--- config.mk ---
export PLATFORM = sky130hd
export DESIGN_NAME = if_fetch_unit_flat
export DESIGN_NICKNAME = d
export VERILOG_FILES = /design/src/rtl/if_fetch_unit_if.sv /design/src/rtl/if_fetch_unit.sv /design/src/flat_wrapper.sv
export SDC_FILE = /design/constraint.sdc
export NUM_CORES = 1
export LEC_CHECK = 0
export ABC_AREA = 1
export CAP_MARGIN = 20
export CORE_UTILIZATION = 55
export CTS_BUF_LIST = sky130_fd_sc_hd__clkbuf_4 sky130_fd_sc_hd__clkbuf_8 sky130_fd_sc_hd__clkbuf_16
export CTS_CLUSTER_DIAMETER = 120
export DETAILED_ROUTE_END_ITERATION = 10
export PLACE_DENSITY = 0.93
export SLEW_MARGIN = 15
export SYNTH_ARGS = -nofsm -noshare
export SYNTH_HDL_FRONTEND = slang
export SYNTH_SLANG_ARGS = --single-unit
--- constraint.sdc ---
create_clock -name clk -period 5.3 [get_ports clk]
set_input_delay 0.53 -clock clk [delete_from_list [all_inputs] [get_ports clk]]
set_output_delay 0.53 -clock clk [all_outputs]
set_load 0.05 [all_outputs]
--- src/rtl/if_fetch_unit_if.sv ---
// Signal bundle between the instruction-fetch stage, the instruction memory and decode.
// Handshake: the queue head moves to decode on a rising edge where IF_valid=1, ID_stall=0 and
// JumpPC=0 (ID_stall is an inverted ready, ignored while IF_valid=0); imem_req is a
// request-only read strobe whose data is on imem_rdata in the following cycle.
interface if_fetch_unit_if #(
    parameter int AW    = 8,
    parameter int IW    = 8,
    parameter int DEPTH = 2
);
    logic                         JumpPC;
    logic [AW-1:0]                jump_target;
    logic                         ID_stall;
    logic                         imem_req;
    logic [AW-1:0]                imem_addr;
    logic [IW-1:0]                imem_rdata;
    logic [IW-1:0]                IF_instr;
    logic [AW-1:0]                IF_PC_next;
    logic                         IF_valid;
    logic [$clog2(DEPTH+1)-1:0]   dbg_count;
    logic                         dbg_inflight;

    modport master (
        input  JumpPC, jump_target, ID_stall, imem_rdata,
        output imem_req, imem_addr, IF_instr, IF_PC_next, IF_valid, dbg_count, dbg_inflight
    );

    modport slave (
        output JumpPC, jump_target, ID_stall, imem_rdata,
        input  imem_req, imem_addr, IF_instr, IF_PC_next, IF_valid, dbg_count, dbg_inflight
    );
endinterface

--- src/rtl/if_fetch_unit.sv ---
// Instruction-fetch stage: owns the PC, reads a synchronous instruction memory and
// buffers {instr, PC+1} pairs in a small FIFO that feeds the IF/ID register.
module if_fetch_unit #(
    parameter int            AW       = 8,
    parameter int            IW       = 8,
    parameter int            DEPTH    = 2,
    parameter logic [AW-1:0] RESET_PC = '0,
    parameter logic [IW-1:0] NOP      = '0
) (
    input  logic          clk,
    input  logic          rst,
    if_fetch_unit_if.master bus
);
    localparam int            PW      = $clog2(DEPTH);
    localparam int            CW      = $clog2(DEPTH + 1);
    localparam logic [CW:0]   DEPTH_W = (CW+1)'(DEPTH);

    logic [AW-1:0] pc_q, pc_d;
    logic [AW-1:0] pend_pc_q, pend_pc_d;
    logic          inflight_q, inflight_d;
    logic [CW-1:0] count_q, count_d;
    logic [PW-1:0] rd_ptr_q, rd_ptr_d;
    logic [PW-1:0] wr_ptr_q, wr_ptr_d;
    logic [IW-1:0] q_instr_q [DEPTH];
    logic [IW-1:0] q_instr_d [DEPTH];
    logic [AW-1:0] q_pc_q    [DEPTH];
    logic [AW-1:0] q_pc_d    [DEPTH];

    logic          head_valid;
    logic          pop;
    logic          push;
    logic          issue;
    logic [CW:0]   occupancy;

    // Occupancy counts the slot already promised to the in-flight read, so a
    // response always has room and is never dropped except by a redirect.
    always_comb begin
        head_valid = (count_q != '0);
        pop        = head_valid & ~bus.ID_stall & ~bus.JumpPC;
        push       = inflight_q & ~bus.JumpPC;
        occupancy  = {1'b0, count_q} + (CW+1)'(inflight_q) - (CW+1)'(pop);
        issue      = rst & ~bus.JumpPC & (occupancy < DEPTH_W);
    end

    always_comb begin
        pc_d       = pc_q;
        pend_pc_d  = pend_pc_q;
        inflight_d = issue;
        count_d    = count_q;
        rd_ptr_d   = rd_ptr_q;
        wr_ptr_d   = wr_ptr_q;
        q_instr_d  = q_instr_q;
        q_pc_d     = q_pc_q;
        if (bus.JumpPC) begin
            pc_d     = bus.jump_target;
            count_d  = '0;
            rd_ptr_d = '0;
            wr_ptr_d = '0;
        end else begin
            if (issue) begin
                pc_d      = pc_q + AW'(1);
                pend_pc_d = pc_q + AW'(1);
            end
            if (push) begin
                q_instr_d[wr_ptr_q] = bus.imem_rdata;
                q_pc_d[wr_ptr_q]    = pend_pc_q;
                wr_ptr_d            = wr_ptr_q + PW'(1);
            end
            if (pop) begin
                rd_ptr_d = rd_ptr_q + PW'(1);
            end
            count_d = count_q + CW'(push) - CW'(pop);
        end
    end

    always_ff @(posedge clk or negedge rst) begin
        if (!rst) begin
            pc_q       <= RESET_PC;
            pend_pc_q  <= '0;
            inflight_q <= 1'b0;
            count_q    <= '0;
            rd_ptr_q   <= '0;
            wr_ptr_q   <= '0;
            for (int i = 0; i < DEPTH; i++) begin
                q_instr_q[i] <= NOP;
                q_pc_q[i]    <= '0;
            end
        end else begin
            pc_q       <= pc_d;
            pend_pc_q  <= pend_pc_d;
            inflight_q <= inflight_d;
            count_q    <= count_d;
            rd_ptr_q   <= rd_ptr_d;
            wr_ptr_q   <= wr_ptr_d;
            q_instr_q  <= q_instr_d;
            q_pc_q     <= q_pc_d;
        end
    end

    assign bus.imem_req     = issue;
    assign bus.imem_addr    = pc_q;
    assign bus.IF_valid     = head_valid;
    assign bus.IF_instr     = head_valid ? q_instr_q[rd_ptr_q] : NOP;
    assign bus.IF_PC_next   = head_valid ? q_pc_q[rd_ptr_q] : '0;
    assign bus.dbg_count    = count_q;
    assign bus.dbg_inflight = inflight_q;
endmodule

--- src/flat_wrapper.sv ---
// flat-port wrapper written by rule: the top's interface ports become plain ports
module if_fetch_unit_flat 
#(
    parameter int            AW       = 8,
    parameter int            IW       = 8,
    parameter int            DEPTH    = 2,
    parameter logic [AW-1:0] RESET_PC = '0,
    parameter logic [IW-1:0] NOP      = '0
)
  (clk, rst, bus_JumpPC, bus_jump_target, bus_ID_stall, bus_imem_rdata, bus_imem_req, bus_imem_addr, bus_IF_instr, bus_IF_PC_next, bus_IF_valid, bus_dbg_count, bus_dbg_inflight);
  if_fetch_unit_if #(.AW(AW), .IW(IW), .DEPTH(DEPTH)) bus_i ();
  input  logic clk;
  input  logic rst;
  input wire logic [$bits(bus_i.JumpPC)-1:0] bus_JumpPC;
  input wire logic [$bits(bus_i.jump_target)-1:0] bus_jump_target;
  input wire logic [$bits(bus_i.ID_stall)-1:0] bus_ID_stall;
  input wire logic [$bits(bus_i.imem_rdata)-1:0] bus_imem_rdata;
  output wire logic [$bits(bus_i.imem_req)-1:0] bus_imem_req;
  output wire logic [$bits(bus_i.imem_addr)-1:0] bus_imem_addr;
  output wire logic [$bits(bus_i.IF_instr)-1:0] bus_IF_instr;
  output wire logic [$bits(bus_i.IF_PC_next)-1:0] bus_IF_PC_next;
  output wire logic [$bits(bus_i.IF_valid)-1:0] bus_IF_valid;
  output wire logic [$bits(bus_i.dbg_count)-1:0] bus_dbg_count;
  output wire logic [$bits(bus_i.dbg_inflight)-1:0] bus_dbg_inflight;
  assign bus_i.JumpPC = bus_JumpPC;
  assign bus_i.jump_target = bus_jump_target;
  assign bus_i.ID_stall = bus_ID_stall;
  assign bus_i.imem_rdata = bus_imem_rdata;
  assign bus_imem_req = bus_i.imem_req;
  assign bus_imem_addr = bus_i.imem_addr;
  assign bus_IF_instr = bus_i.IF_instr;
  assign bus_IF_PC_next = bus_i.IF_PC_next;
  assign bus_IF_valid = bus_i.IF_valid;
  assign bus_dbg_count = bus_i.dbg_count;
  assign bus_dbg_inflight = bus_i.dbg_inflight;
  if_fetch_unit #(.AW(AW), .IW(IW), .DEPTH(DEPTH), .RESET_PC(RESET_PC), .NOP(NOP)) u_core (.clk(clk), .rst(rst), .bus(bus_i));
endmodule
### Yosys cells after proc, flatten, opt, wreduce, memory -nomap -nowiden

Cells that the tools add are included.

* reductions and logical operators: 7
* order comparisons: 4
* mux-type cells: 19
* add/subtract/negate cells: 7
* bitwise operators: 9

Operators with widths (count)
* $mux 8: 11
* $bwmux 16: 2
* $add 8x1->8 const B: 1
* $demux 8 s1: 1
* $reduce_bool 2->1: 4
* $and 1x1->1: 5
* $ge 2x2->1 const B: 2
* $mux 1: 4
* $not 1->2: 2
* $reduce_and 2->1: 2
* $add 2x1->3: 1
* $lt 3x2->1 const B: 1
* $sub 3x1->3: 1
* $add 1x1->1 const B: 2
* $add 2x1->2: 1
* $lt 2x1->1 const B: 1
* $mux 2: 1
* $not 1->1: 2
* $sub 2x1->2: 1
* $logic_and 1x1->1: 1

* input port bits: 20
* flip-flop bits (word level): 53
* output and inout port bits: 29

### Longest topological paths before layout

* depth after elaboration: 8
* depth in mapped cells: 15

### Worst setup path before layout

OpenSTA, ideal clock, no wires.

* kind: flip-flop to output port
* from: reg u_core.count_q[1] (netlist: u_core.bus.dbg_count[1])
* to: out bus_imem_req
* stages on the path, launching flop included: 12
* slack: 2260 ps
* path buffers: 1
* data required time: 4770 ps
* data arrival time: 2510 ps
* path through: dfrtp_1 -> nor2_2 -> nor2_1 -> inv_1 -> nor2_1 -> ha_1 -> inv_1 -> nand2_1 -> fa_1 -> nand3_1 -> nor2_4 -> buf_6

* longest elaborated chain between the ends: 6

Ends and longest elaborated chain
* start, declared: RTL line if_fetch_unit.sv:21 `logic [CW-1:0] count_q, count_d;`
* start signal, assigned: RTL line if_fetch_unit.sv:92 `count_q <= count_d;`
* $reduce_bool 2->1: RTL line if_fetch_unit.sv:38 `head_valid = (count_q != '0);`
* $and 1x1->1 (2 in a row): RTL line if_fetch_unit.sv:39 `pop = head_valid & ~bus.ID_stall & ~bus.JumpPC;`
* $sub 3x1->3 (*): RTL line if_fetch_unit.sv:41 `occupancy = {1'b0, count_q} + (CW+1)'(inflight_q) - (CW+1)'(pop);`
* $lt 3x2->1 (*): RTL line if_fetch_unit.sv:42 `issue = rst & ~bus.JumpPC & (occupancy < DEPTH_W);`
* $and 1x1->1 (*): RTL line if_fetch_unit.sv:42
* end, declared: RTL line flat_wrapper.sv:18 `output wire logic [$bits(bus_i.imem_req)-1:0] bus_imem_req;`

Every way passes the cells marked *; elsewhere a longest branch is shown, timed or not.

### Final worst setup path

* from: in bus_JumpPC
* to: out bus_imem_req

* longest elaborated chain between the ends: 5

Ends and longest elaborated chain
* start, declared: RTL line flat_wrapper.sv:14 `input wire logic [$bits(bus_i.JumpPC)-1:0] bus_JumpPC;`
* $not 1->1 (no line) (*)
* $and 1x1->1: RTL line if_fetch_unit.sv:39
* $sub 3x1->3: RTL line if_fetch_unit.sv:41
* $lt 3x2->1: RTL line if_fetch_unit.sv:42
* $and 1x1->1 (*): RTL line if_fetch_unit.sv:42

Marks and branches as above.

==> metrics.md <==
| Metric | Value |
|---|---|
| Cts hold-fix bufs | `0` |
| Max-slew violations | `0` |
| Synth unique cells | `23` |
| Hpwl dp | `3675 um` |
| CP cell instances | `clkdlybuf4s50_1 > nor2_1 > ha_1 > inv_1 > nand2_1 > fa_1 > nand3_1 > nor2_4 > buf_4 > clkdlybuf4s50_1` |
| Initial DRC Count | `217` |
| Synth Flop Type | `dfrtp_1` |
| Outcome | `completed` |
| CTS clock-pin slew for the worst setup and hold paths | `0.09 ns` |
| Unrepaired setup endpoints after global routing | `false` |
| Synth Instances | `300` |
| Post_cts resized | `0` |
| Worst Path Arrival | `3.64 ns` |
| Largest net degree at the start of global routing | `55` |
| Worst-margin pin slew | `around 0.64 ns` |
| Vias in the first global route | `2140` |
| Cell mode on critical path | `clkdlybuf4s50_1` |
| CP bufs+invs | `4` |
| PwrDens | `around 490 mW/mm^2` |
| Post-synthesis register bit count | `53` |
| Wire per inst | `13.38 um` |
| Std-Cell Rows | `24` |
| Antenna Cells | `0` |
| Hold violation total from the final report | `0` |
| P_leak | `1.451 nW` |
| Synth top area cells | `dfrtp_1, nand2_1, o21ai_1` |
| Avg Cell Area, Syn | `8.425 sq um` |
| Critical Setup Path Class | `in2out` |
| Global-route wire length before repair | `9480 um` |
| HP Class | `in2async` |
| Rel. slew slack | `0.5735` |
| Fin Hold WS | `0.4024 ns` |
| Critical Path Start Type | `input pin` |
| Peak Freq | `239.9 MHz` |
| Area leader, netlist | `dfrtp_1` |
| YS warnings | `0` |
| I/O Buffers | `48` |
| Vias/cell | `5.343` |
| Die X | `69.79 um` |
| Fin Clk Skew | `0.001913 ns` |
| GRT Util Overall | `0.2452` |
| Syn-to-layout area delta | `23.86%` |
| Initial antenna violation count | `0` |
| Postcts setup bufs | `0` |
| Period Utilization, post-route | `0.7866` |
| Routed Antenna Nets | `0` |
| Number of setup violations in the final report | `0` |
| Core ar. | `0.004384 sq mm` |
| Final nets | `369` |
| Gpl congestion | `0.7437` |
| CTS tree | `done` |
| Place WS | `1.139 ns` |
| Die ar. | `0.004871 sq mm` |
| Top-Level Pins | `49` |
| Minimum clock period | `4.169 ns` |
| DRT Pass-1 Iters | `4` |
| Crit path max-delay cell type | `clkdlybuf4s50_1` |
| Via count | `2121` |
| Residual DRC | `0` |
| H-tree depth reported by CTS | `2` |
| Crit path required time | `4.77 ns` |
| CP top delay family | `buffers and inverters` |
| Layout cell share with drive strength beyond 1 | `0.06957` |
| Initial core utilization | `0.5765` |
| Mapped Area | `0.002527 sq mm` |
| Detailed Route WL | `between 5000 and 6000 um` |
| Inserted Clock Buffers | `5` |
| Setup tns final | `0 ns` |
| Setup ws final | `1.131 ns` |
| Grt ovf | `0` |
| Max clock buf depth | `2` |
| CP max FO | `15` |
| Worst-Skew Late Latency | `roughly 0.31 ns` |
| Post-synthesis sequential area ratio | `0.5248` |
| Synth top area share | `0.5248` |
| EDFF count, synth | `0` |
| Peak supply drop | `between 0.3 and 0.4 mV` |
| Syn nets | `325` |
| Max-cap violations | `0` |
| Sink Count | `53` |
| Async SR Flop Fraction | `1.000` |
| Root Buffer Master | `clkbuf_8` |
| Die H | `69.79 um` |
| Critical path capture point type | `output pin` |
| Slowest stage delay, CP | `just over 0.8 ns` |
## worst paths after layout
kind                                         start                   to  slack, ns  cells after the start
min in group clk                  u_core.q_pc_q[8]     u_core.q_pc_q[8]       0.50                      2
max                                     bus_JumpPC         bus_imem_req       1.13                     10
min reg2reg                       u_core.q_pc_q[8]     u_core.q_pc_q[8]       0.50                      2
max reg2reg                u_core.bus.dbg_count[1]  u_core.pend_pc_q[2]       2.46                     14
max in group asynchronous                      rst     u_core.q_pc_q[8]       4.47                      2
min                                            rst  u_core.q_instr_q[4]       0.40                      2
## report_power, final
part,switching [mW],internal (mW)
registers,0.0966,0.558
logic,0.359,0.202
clock network,0.130,0.188
total,0.586,0.948
## cell usage in the layout (no fill, tap or decap), types with 4 or more instances in the layout
cell type / count
clkbuf_8: 5
clkdlybuf4s50_1: 47
dfrtp_1: 53
nor2_1: 11
inv_1: 29
nand2_1: 89
nand2_2: 4
o21ai_0: 4
nand3_1: 20
o21ai_1: 34
a21oi_1: 18
ha_1: 4
o21bai_1: 5
## cell usage after synthesis, types with 2 or more instances
cell,n
a21oi_1,18
buf_2,9
buf_6,4
dfrtp_1,53
ha_1,4
inv_1,29
inv_2,2
nand2_1,89
nand2_2,4
nand3_1,20
nand3b_1,3
nor2_1,11
nor2_2,2
o21ai_0,4
o21ai_1,34
o21bai_1,5
xnor2_1,3
## cells by family (layout without fill, tap and decap cells)
group / Yosys count / in the layout / synth area share
compound gates: 62 / 62 / 0.1292
xor+xnor: 3 / 3 / 0.01040
fa+ha+maj: 5 / 5 / 0.02772
buf+inv: 45 / 90 / 0.08316
flops: 53 / 53 / 0.5248
simple gates: 132 / 132 / 0.2248
## registers in the layout, summed over array words and instances, names as in the netlist
name and cells:
u_core.wr_ptr_q 1, u_core.pend_pc_q 8, u_core.rd_ptr_q 1, u_core.bus.dbg_count 2
u_core.q_pc_q 16, u_core.bus.dbg_inflight 1, u_core.bus.imem_addr 8, u_core.q_instr_q 16
## layer usage
metal	vias to the layer above	GRT usage	part of all wire
li1	1046	-	-
met1	1014	0.3107	0.44
met2	53	0.4092	0.50
met3	8	0.05378	0.055
met4	0	0.09778	0.013
met5	-	0	0
## final cells by class
type                    instances  area (sq um)
repair buffers                 51         498.0
multi-input cells             202         991.0
inverters                      31         116.4
flip-flops and latches         53          1326
clock buffers                   5         68.82
fillers                       340          1254
well taps                      52         65.06
clock inverters                 3         65.06
## per-stage QoR
step	total power [mW]	util	cells	area, sq um
3_3_place_gp	1.190	0.6835	389	2997
6_report	1.534	0.7140	397	3131
2_1_floorplan	1.050	-	300	2527
5_1_grt	1.634	0.7140	397	3131
4_1_cts	1.540	0.7140	397	3131
3_5_place_dp	1.222	0.6835	389	2997
(Power assumes the default switching activity.)
==> edit, RTL diff (same settings) <==
Make the reset (`rst`) synchronous in one clocked block.
--- a/src/rtl/if_fetch_unit.sv
+++ b/src/rtl/if_fetch_unit.sv
@@ -75,3 +75,3 @@
 
-    always_ff @(posedge clk or negedge rst) begin
+    always_ff @(posedge clk) begin
         if (!rst) begin
Behaviour: differs if rst is asserted again (counterexample within 4 cycles, from zero or initial values and one cycle with rst low); with rst held inactive, the same outputs for 10 cycles.
==> edit against the unedited design <==
- cell area is 6.4% lower
- via count is 7.3% higher
- wire length is 3.4% higher
- sequential cell count stayed put
- global-route usage is 0.60 points higher
- setup slack worse by 0.078 ns
- clock skew is 0.0023 ns higher
- synthesized area is 6.2% lower
- critical path depth is 1 higher
- count of clock-buffer cells in the layout is 1 higher
- largest cell class is now multi-input gates
Power is not compared: it rests on default switching activity, and its combinational part moved more than twofold at a synthesized area within 25%.
==> edit: results <==
status:
  status: "complete, no violations"
setup_path:
  cp_slowest_cell: "clkdlybuf4s50_1"
  cpPeakStageDelay_ns: 0.85
  cpLargestDelayFamily: "simple AND/OR/NAND/NOR gates"
  cp_max_fo: 18
global_routing:
  grt_pass1_wl_um: 8550
  grt_max_degree: 34
  grtUsageMet1_pct: 27.8
  grt_pass1_vias: 1956
  grtUsageTotal_pct: 25.1
  antenna_found_initial: 0
  grtUsageMet3_pct: 6.25
  use_met2_pct: 45.5
sta:
  fin_worst_skew_ns: 0.00424
  hold_violations: 0
  worst_slew_pin_slew_ns: 0.994
route:
  vias_per_cell: 5.47
  firstDrtPassIters: 4
  drt_iter0_drc: 216
  drt_wl_total_um: 5490
layout:
  drive_gt1_share_pct: 4.92
  fillers: 341
  nNetsFinal: 391
synth:
  synth-main-ff-cell: "dfxtp_1"
  synth_common_cells: "nand2_1, a21oi_1, dfxtp_1, nand3_1, inv_1"
  async_reset_ff_share_pct: 0
  synth_cell_type_count: 21
  syn_nets: 352
  ys_top_cells_by_area: "dfxtp_1, nand2_1, a21oi_1"
  yosysSeqAreaShare_pct: 44.7
place:
  gp_congestion: 0.833
  dp_hpwl_um: 3650
  placed_cell_area_sq_um: 2840
pwr:
  irDropWorstVdd_mv: 0.204
  p_leak_nw: 1.10
worst_hold_path:
  min_path_type: "flip-flop to flip-flop"
-- edit: layer usage --
metal	share of wire, %	up-vias
met1	41	1045
met4	1.3	0
met3	6.5	6
met5	0	-
li1	-	1147
met2	51	78
-- edit: through the flow --
stage	setup slack (ns)	cells	utilization, %	total power [mW]
6_report	1.05	416	72.2	0.769
5_1_grt	0.842	416	72.2	0.799
4_1_cts	1.06	416	72.2	0.776
3_5_place_dp	1.18	409	70.0	0.547
3_3_place_gp	1.25	409	70.0	0.544
2_1_floorplan	2.26	327	-	0.505
-- edit: logic make-up after synthesis --
| kind of cell | Yosys count | synth area share, % |
|---|---|---|
| XOR/XNOR | 3 | 1.11 |
| AO/OA/AOI/OAI | 94 | 20.2 |
| AND/OR/NAND/NOR | 124 | 22.7 |
| buffers and inverters | 48 | 8.28 |
| flip-flops | 53 | 44.7 |
| adder cells (fa/ha/maj) | 5 | 2.96 |
-- edit: path summary, 6_finish.rpt --
kind	start	endpoint	slack (ns)	cells past startpoint
worst min-delay path	u_core.q_instr_q[2]	u_core.q_instr_q[2]	0.45	2
worst max-delay path	u_core.bus.dbg_count[1]	bus_imem_req	1.05	11
worst max register to register	u_core.bus.dbg_count[1]	u_core.pend_pc_q[6]	2.36	12
worst min register to register	u_core.q_instr_q[2]	u_core.q_instr_q[2]	0.45	2
-- edit: cell type report --
type	count	share of cell area, %
sequential	53	36.2
clock buffer	6	2.82
timing repair buffer	49	16.6
inverter	31	3.97
tap	50	2.13
clock inverter	1	0.256
multi-input combinational	226	38.0
-- edit: power by group --
part	switching [mW]	internal, mW
clock	0.126	0.103
sequential	0.0132	0.411
combinational	0.0720	0.0429
-- edit: worst register-to-register path: stages, from the launching register on --
cell and delay, ns:
dfxtp_1 0.45, inv_2 0.09, nand2_1 0.39, nand2_1 0.17, nor2_1 0.13, ha_1 0.25, inv_1 0.08, nand2_1 0.08
fa_1 0.53, nand3_2 0.14, nor2_4 0.26, nand3_1 0.15, a21oi_1 0.15
